**src/rtl/dual_rail_lut_eval_if.sv**
```systemverilog
`default_nettype none
// ============================================================================
// Module   : dual_rail_lut_eval_if
// Brief    : Configuration, dual-rail operand and result bundle for the
//            programmable LUT evaluator.
// Revision : 1.0 - initial release
// ============================================================================
interface dual_rail_lut_eval_if #(
    parameter int N_IN  = 4,
    parameter int ERR_W = 8
);
    logic              cfg_start;
    logic              cfg_valid;
    logic              cfg_bit;
    logic              in_valid;
    logic [N_IN-1:0]   in_true;
    logic [N_IN-1:0]   in_comp;
    logic              tt_ready;
    logic              out_valid;
    logic              out;
    logic              rail_err;
    logic [ERR_W-1:0]  err_count;

    // Source side: drives configuration and operands, observes results
    modport master (
        output cfg_start, cfg_valid, cfg_bit, in_valid, in_true, in_comp,
        input  tt_ready, out_valid, out, rail_err, err_count
    );

    // Evaluator side
    modport slave (
        input  cfg_start, cfg_valid, cfg_bit, in_valid, in_true, in_comp,
        output tt_ready, out_valid, out, rail_err, err_count
    );
endinterface
`default_nettype wire

```
**src/rtl/dual_rail_lut_eval.sv**
```systemverilog
`default_nettype none
// ============================================================================
// Module   : dual_rail_lut_eval
// Brief    : Registered N-input boolean function evaluator with dual-rail
//            operands, serially loadable truth table and saturating
//            rail-error counter.
// Revision : 1.0 - initial release
// ============================================================================
module dual_rail_lut_eval #(
    parameter int                   N_IN       = 4,
    parameter logic [(2**N_IN)-1:0] INIT_TT    = '0,
    parameter bit                   INIT_READY = 1'b0,
    parameter int                   ERR_W      = 8
) (
    input wire                  clk,
    input wire                  rst,
    dual_rail_lut_eval_if.slave bus
);
    localparam int         c_tt = 2**N_IN;

    localparam logic [1:0] c_idle = 2'd0;
    localparam logic [1:0] c_load = 2'd1;
    localparam logic [1:0] c_run  = 2'd2;
    localparam logic [1:0] c_reset_state = INIT_READY ? c_run : c_idle;

    logic [1:0]       r_state;
    logic [N_IN-1:0]  r_cnt;
    logic [c_tt-1:0]  r_tt;
    logic             r_out;
    logic             r_out_valid;
    logic             r_rail_err;
    logic [ERR_W-1:0] r_err_count;

    logic             w_rail_ok;
    logic             w_cnt_last;
    logic             w_err_sat;

    // A vector is consistent only when every rail pair is 10 or 01
    assign w_rail_ok  = &(bus.in_true ^ bus.in_comp);
    // Counter is N_IN wide, so all-ones marks the TT-th accepted bit
    assign w_cnt_last = (r_cnt == {N_IN{1'b1}});
    assign w_err_sat  = (r_err_count == {ERR_W{1'b1}});

    // Control, table shift register and registered evaluation result
    always_ff @(posedge clk) begin
        if (rst) begin
            r_state     <= c_reset_state;
            r_cnt       <= '0;
            r_tt        <= INIT_TT;
            r_out       <= 1'b0;
            r_out_valid <= 1'b0;
            r_rail_err  <= 1'b0;
            r_err_count <= '0;
        end else begin
            // Result strobes are single-cycle unless an evaluation re-arms them
            r_out_valid <= 1'b0;
            r_rail_err  <= 1'b0;

            case (r_state)
                c_idle: begin
                    if (bus.cfg_start) begin
                        r_state <= c_load;
                        r_cnt   <= '0;
                    end
                end

                c_load: begin
                    if (bus.cfg_start) begin
                        // Restart: remaining stale bits get shifted out by the new load
                        r_cnt <= '0;
                    end else if (bus.cfg_valid) begin
                        r_tt <= {bus.cfg_bit, r_tt[c_tt-1:1]};
                        if (w_cnt_last) begin
                            r_cnt   <= '0;
                            r_state <= c_run;
                        end else begin
                            r_cnt <= r_cnt + N_IN'(1);
                        end
                    end
                end

                c_run: begin
                    if (bus.cfg_start) begin
                        // Reload wins over a vector presented in the same cycle
                        r_state <= c_load;
                        r_cnt   <= '0;
                    end else if (bus.in_valid) begin
                        if (w_rail_ok) begin
                            r_out       <= r_tt[bus.in_true];
                            r_out_valid <= 1'b1;
                        end else begin
                            r_rail_err <= 1'b1;
                            if (!w_err_sat) begin
                                r_err_count <= r_err_count + ERR_W'(1);
                            end
                        end
                    end
                end

                default: begin
                    r_state <= c_idle;
                    r_cnt   <= '0;
                end
            endcase
        end
    end

    assign bus.tt_ready  = (r_state == c_run);
    assign bus.out       = r_out;
    assign bus.out_valid = r_out_valid;
    assign bus.rail_err  = r_rail_err;
    assign bus.err_count = r_err_count;

endmodule
`default_nettype wire

```
**src/flat_wrapper.sv**
```systemverilog
// flat-port wrapper written by rule: the top's interface ports become plain ports
module dual_rail_lut_eval_flat 
#(
    parameter int                   N_IN       = 4,
    parameter logic [(2**N_IN)-1:0] INIT_TT    = '0,
    parameter bit                   INIT_READY = 1'b0,
    parameter int                   ERR_W      = 8
)
  (clk, rst, bus_cfg_start, bus_cfg_valid, bus_cfg_bit, bus_in_valid, bus_in_true, bus_in_comp, bus_tt_ready, bus_out_valid, bus_out, bus_rail_err, bus_err_count);
  dual_rail_lut_eval_if #(.N_IN(N_IN), .ERR_W(ERR_W)) bus_i ();
  input wire clk;
  input wire rst;
  input wire logic [$bits(bus_i.cfg_start)-1:0] bus_cfg_start;
  input wire logic [$bits(bus_i.cfg_valid)-1:0] bus_cfg_valid;
  input wire logic [$bits(bus_i.cfg_bit)-1:0] bus_cfg_bit;
  input wire logic [$bits(bus_i.in_valid)-1:0] bus_in_valid;
  input wire logic [$bits(bus_i.in_true)-1:0] bus_in_true;
  input wire logic [$bits(bus_i.in_comp)-1:0] bus_in_comp;
  output wire logic [$bits(bus_i.tt_ready)-1:0] bus_tt_ready;
  output wire logic [$bits(bus_i.out_valid)-1:0] bus_out_valid;
  output wire logic [$bits(bus_i.out)-1:0] bus_out;
  output wire logic [$bits(bus_i.rail_err)-1:0] bus_rail_err;
  output wire logic [$bits(bus_i.err_count)-1:0] bus_err_count;
  assign bus_i.cfg_start = bus_cfg_start;
  assign bus_i.cfg_valid = bus_cfg_valid;
  assign bus_i.cfg_bit = bus_cfg_bit;
  assign bus_i.in_valid = bus_in_valid;
  assign bus_i.in_true = bus_in_true;
  assign bus_i.in_comp = bus_in_comp;
  assign bus_tt_ready = bus_i.tt_ready;
  assign bus_out_valid = bus_i.out_valid;
  assign bus_out = bus_i.out;
  assign bus_rail_err = bus_i.rail_err;
  assign bus_err_count = bus_i.err_count;
  dual_rail_lut_eval #(.N_IN(N_IN), .INIT_TT(INIT_TT), .INIT_READY(INIT_READY), .ERR_W(ERR_W)) u_core (.clk(clk), .rst(rst), .bus(bus_i));
endmodule
```
**config.mk**
```make
export PLATFORM = sky130hd
export DESIGN_NAME = dual_rail_lut_eval_flat
export DESIGN_NICKNAME = d
export VERILOG_FILES = /design/src/rtl/dual_rail_lut_eval_if.sv /design/src/rtl/dual_rail_lut_eval.sv /design/src/flat_wrapper.sv
export SDC_FILE = /design/constraint.sdc
export NUM_CORES = 1
export LEC_CHECK = 0
export ABC_AREA = 1
export ABC_CLOCK_PERIOD_IN_PS = 3100
export CAP_MARGIN = 20
export CORE_MARGIN = 4
export CORE_UTILIZATION = 49
export CTS_CLUSTER_DIAMETER = 40
export CTS_CLUSTER_SIZE = 8
export DETAILED_ROUTE_END_ITERATION = 8
export GPL_ROUTABILITY_DRIVEN = 1
export MAX_ROUTING_LAYER = met4
export PLACE_DENSITY = 0.79
export RECOVER_POWER = 100
export SYNTH_ARGS = -nofsm -noshare
export SYNTH_HDL_FRONTEND = slang
export SYNTH_SLANG_ARGS = --single-unit
```
**constraint.sdc**
```tcl
create_clock -name clk -period 3.1 [get_ports clk]
set_input_delay 0.62 -clock clk [delete_from_list [all_inputs] [get_ports clk]]
set_output_delay 0.62 -clock clk [all_outputs]
set_load 0.01 [all_outputs]
```
# Word level (Yosys, flattened, before mapping)
# Cells that the tools add are included.
# op_classes
add_sub_neg,2
order_cmp,1
eq_ne,9
muxes,14
bitwise,6
reduce_logical,9
# op_table
cell,n
$mux 4,4
$add 8x1->8 const B,1
$eq 8x8->1 const B,1
$mux 2,4
$pmux 4 s2,1
$reduce_and 4->1,2
$reduce_and 7->1,1
$lt 4x5->1 const B,1
$not 1->1,5
$reduce_and 5->1,1
$add 4x1->4 const B,1
$bmux 1 s4,1
$eq 4x4->1 const B,1
$ne 2x1->1 const B,2
$ne 2x2->1 const B,2
$pmux 2 s2,1
$reduce_or 4->1,1
$xor 4x4->4,1
$mux 1,3
$ne 3x3->1 const B,1
$reduce_and 3->1,1
$eq 2x1->1 const B,1
$eq 2x2->1 const B,1
$logic_not 2->1,1
other kinds (2),2
# totals
ff_bits,33
in_bits,14
output_inout_bits,12

# Longest topological paths before layout
# depth
depth_word,5
mapped_depth,10
depth_no_buf,10

# Worst setup path before layout
# No wires, ideal clock.
# synth_timing
path_kind,reg-to-reg
from,reg u_core.r_err_count[1] (netlist: u_core.bus.err_count[1])
to,reg u_core.r_err_count[5] (netlist: u_core.bus.err_count[5])
setup_ns,0.071
arrival_ns,1.362
required_ns,3.029
setup_slack_ns,1.667
path_stages_with_launch,8
n_path_buf,0
period_less_slack_ns,1.433
path_cell_list,dfxtp_1 ha_1 nand2_1 nor2_2 nand4_4 nand3_4 nand2_1 a21oi_1
# synth_via
elab_chain_cells,3
elab_cells_between_ends,4
classes_between,add/sub: 1; eq/ne: 1; bitwise: 1; reduce/logical: 1
# synth_rtl
item,line,text
"start, declared",dual_rail_lut_eval.sv:32,logic [ERR_W-1:0] r_err_count;
"start signal, assigned",dual_rail_lut_eval.sv:94,r_err_count <= r_err_count + ERR_W'(1);
branches (longest 3 deep; another with $add 8x1->8),--,
# Several ways; the timed one is not identified.
# A chain may end at the register's enable or synchronous reset.

# Final worst setup path
# layout_timing
from,in bus_in_true[0]
to,reg u_core.r_err_count[5] (netlist: u_core.bus.err_count[5])
# layout_via
elab_chain_cells,4
# layout_rtl
item,line,text
"start, declared",flat_wrapper.sv:17,input wire logic [$bits(bus_i.in_true)-1:0] bus_in_true;
$xor 4x4->4,dual_rail_lut_eval.sv:39,assign w_rail_ok = &(bus.in_true ^ bus.in_comp);
$reduce_and 4->1,dual_rail_lut_eval.sv:39,
$not 1->1 (no line),--,
$reduce_and 5->1 (no line),--,
# No other way between the ends.

==> metrics.txt <==
filler instances=318; FF-to-FF Start=u_core.r_state[1]$_SDFFE_PP0P_; Area contributors post-synth=dfxtp_1, nand2_1, a21oi_1; initial antenna violation count=0; first-pass GRT wire length=5890 um; global routing usage on met3=5.90%; reg2reg end=u_core.r_tt[3]$_SDFFE_PP0P_; Power, Total=0.851 mW; DR pass1 iterations=4; gpl congestion=0.809; hold path depth=2; CTS tree=done; Final Cycle Share=77.6%; Max Cap Violations=0; count of pins over their slew limit=0; setup TNS=0 ns; Die Y-Extent=66.8 um; Final HPWL DP=2600 um; slew margin rel.=46.4%; CP endpoint kind=flip-flop; Worst-Skew Late Latency=0.33 ns; all-layer global routing usage=17.8%; Startpoint Class=input port; area leader, netlist=dfxtp_1; Root Buffer=clkbuf_4; Hold Path Sink=u_core.r_tt[0]$_SDFFE_PP0P_; area fraction of the dominant cell type after synthesis=39.0%; Max H-tree Level=2; CTS Hold Bufs=0; hold crit path type=reg -> reg; Area growth, synth to finish=19.4%; CP Data Required Time=3.36 ns; Peak VDD IR=0.000278 V; Multi-input gate area=852 um2; critical path peak fanout=14; mapped cell area=1700 um2; critical setup path kind=in -> reg; IO Count=26; fmax=416 MHz; most frequent cells in the layout=nand2_1, dfxtp_1, inv_1, nor2_1, a21oi_1; sequential fraction of the synthesis area=39.0%; R2R Setup Slk=1.29 ns; Core ar.=3340 um2; wire per inst=10.6 um; Initial DRC Count=79; total number of vias=1,625; Rows=21; share of cells above drive strength 1=4.68%; setup repair bufs after CTS=0; vias in the first global route=1,387; GRT Max-Usage Layer=met2; buffer depth of the longest clock path=2; count of different cell masters after synthesis=25; # diodes=0; synthesis warning total=0; RSZ-0062 raised after global routing=false; Post-Synthesis Cells=253; die area=4460 um2; post-layout util=60.7%; Initial Utilization=50.8%; met1 Track Usage GR=20.4%; CP Data Arrival Time=2.66 ns; most common cell after layout, fill and taps aside=nand2_1; Cell Pwr Density=420 nW/um2; final clock skew=0.0106 ns; number of buffers created by CTS=5; met2 usage=28.8%; Syn Area/Cell=6.70 um2; Leak=0.884 nW; CTS resizes=0; Chip Width=66.8 um; Detail Route Antenna Nets=0; Tmin final=2.40 ns; DRC Markers=0; Worst-Margin Slew=0.800 ns; Worst Reg-to-Reg Cells=6; Port Buffers=25; Fin. Hold Viols=0; CTS sink cnt=33; Seq cells post-synth=33; HP Start=u_core.r_tt[1]$_SDFFE_PP0P_; Mapped Nets=269; status=finished, final reports clean; pin count of the biggest net entering global routing=21; routed vias/inst=5.02; nets=294; final wirelength=3450 um; # setup viols final=0; GRT Residual Overflow=0; Reg clk slew, reported paths=0.10 ns; Sequential cell area=661 um2
-- worst max-delay path, stage by stage --
cell	delay, ns
dlygate4sd3_1	0.81
inv_1	0.17
nand2_1	0.10
nand2_1	0.04
nor2_1	0.08
nand2_1	0.23
nand3_1	0.35
nand2_1	0.11
a21oi_1	0.14
-- cells in the mapped netlist (all sizes together) --
cell type,number
xnor2,2
nor3b,1
buf,6
o21ai,20
xor2,1
or2,1
nor3,1
a211oi,1
a31oi,1
ha,2
nand3,18
nand3b,2
a21oi,27
clkbuf,3
inv,32
dfxtp,33
nand4,9
nand2,64
a32oi,1
nor2,28
-- per-stage QoR --
| step | worst slack, ns | instances | cell area [um2] | hold WS (ns) |
|---|---|---|---|---|
| after floorplan | 1.67 | 253 | 1700 | 0.441 |
| after global placement | 0.644 | 317 | 1970 | 0.463 |
| after detailed placement | 0.567 | 317 | 1970 | 0.464 |
| after CTS | 0.925 | 324 | 2040 | 0.477 |
| after global routing | 0.469 | 324 | 2020 | 0.522 |
| final | 0.696 | 324 | 2020 | 0.470 |
-- worst max path at each step --
stage / startpoint / end / slack (ns) / cells past startpoint
6_report: bus_in_true[0] / u_core.bus.err_count[5]$_SDFFE_PP0P_ / 0.70 / 9
3_5_place_dp: bus_in_true[0] / u_core.bus.out$_SDFFE_PP0P_ / 0.57 / 10
5_1_grt: bus_in_true[0] / u_core.bus.err_count[3]$_SDFFE_PP0P_ / 0.47 / 9
3_3_place_gp: bus_in_true[0] / u_core.bus.out$_SDFFE_PP0P_ / 0.64 / 10
2_1_floorplan: u_core.bus.err_count[1]$_SDFFE_PP0P_ / u_core.bus.err_count[5]$_SDFFE_PP0P_ / 1.67 / 7
4_1_cts: bus_in_true[0] / u_core.bus.out$_SDFFE_PP0P_ / 0.93 / 11
-- kinds of logic (layout without fill, tap and decap cells) --
logic type                 after synthesis  in the layout  synth area share [%]
xor gates and xnor gates                 3              3                  1.55
adders and majority gates                2              2                  1.48
DFF                                     33             33                  39.0
buffers and inverters                   41             66                  9.89
AOI/OAI and AO/OA                       50             50                  15.2
and+or+nand+nor                        124            124                  32.9
-- routing by layer --
metal  vias up  part of all wire (%)
li1        870                     -
met1       726                    47
met2        24                    48
met3         5                   4.4
met4         0                  0.96
met5         -                     0
-- report_power, final --
| part | switching [mW] | leakage [nW] | internal (mW) | total (mW) |
|---|---|---|---|---|
| logic | 0.0595 | 0.575 | 0.0412 | 0.101 |
| registers | 0.00814 | 0.268 | 0.438 | 0.446 |
| clock network | 0.141 | 0.0410 | 0.164 | 0.305 |
-- flip-flops by register name, summed over array words and instances, names as in the netlist --
name                  cells
u_core.r_tt              16
u_core.bus.err_count      8
u_core.r_cnt              4
u_core.r_state            2
u_core.bus.out            1
u_core.bus.out_valid      1
u_core.bus.rail_err       1
-- area by class of cell --
type / count / share of cell area, %
sequential: 33 / 32.6
clock buffer: 5 / 1.85
inverter: 32 / 5.93
multi-input combinational: 179 / 42.1
timing repair buffer: 27 / 12.9
tap: 46 / 2.84
clock inverter: 2 / 1.73
No activity file was read; power rests on OpenSTA's default activity.
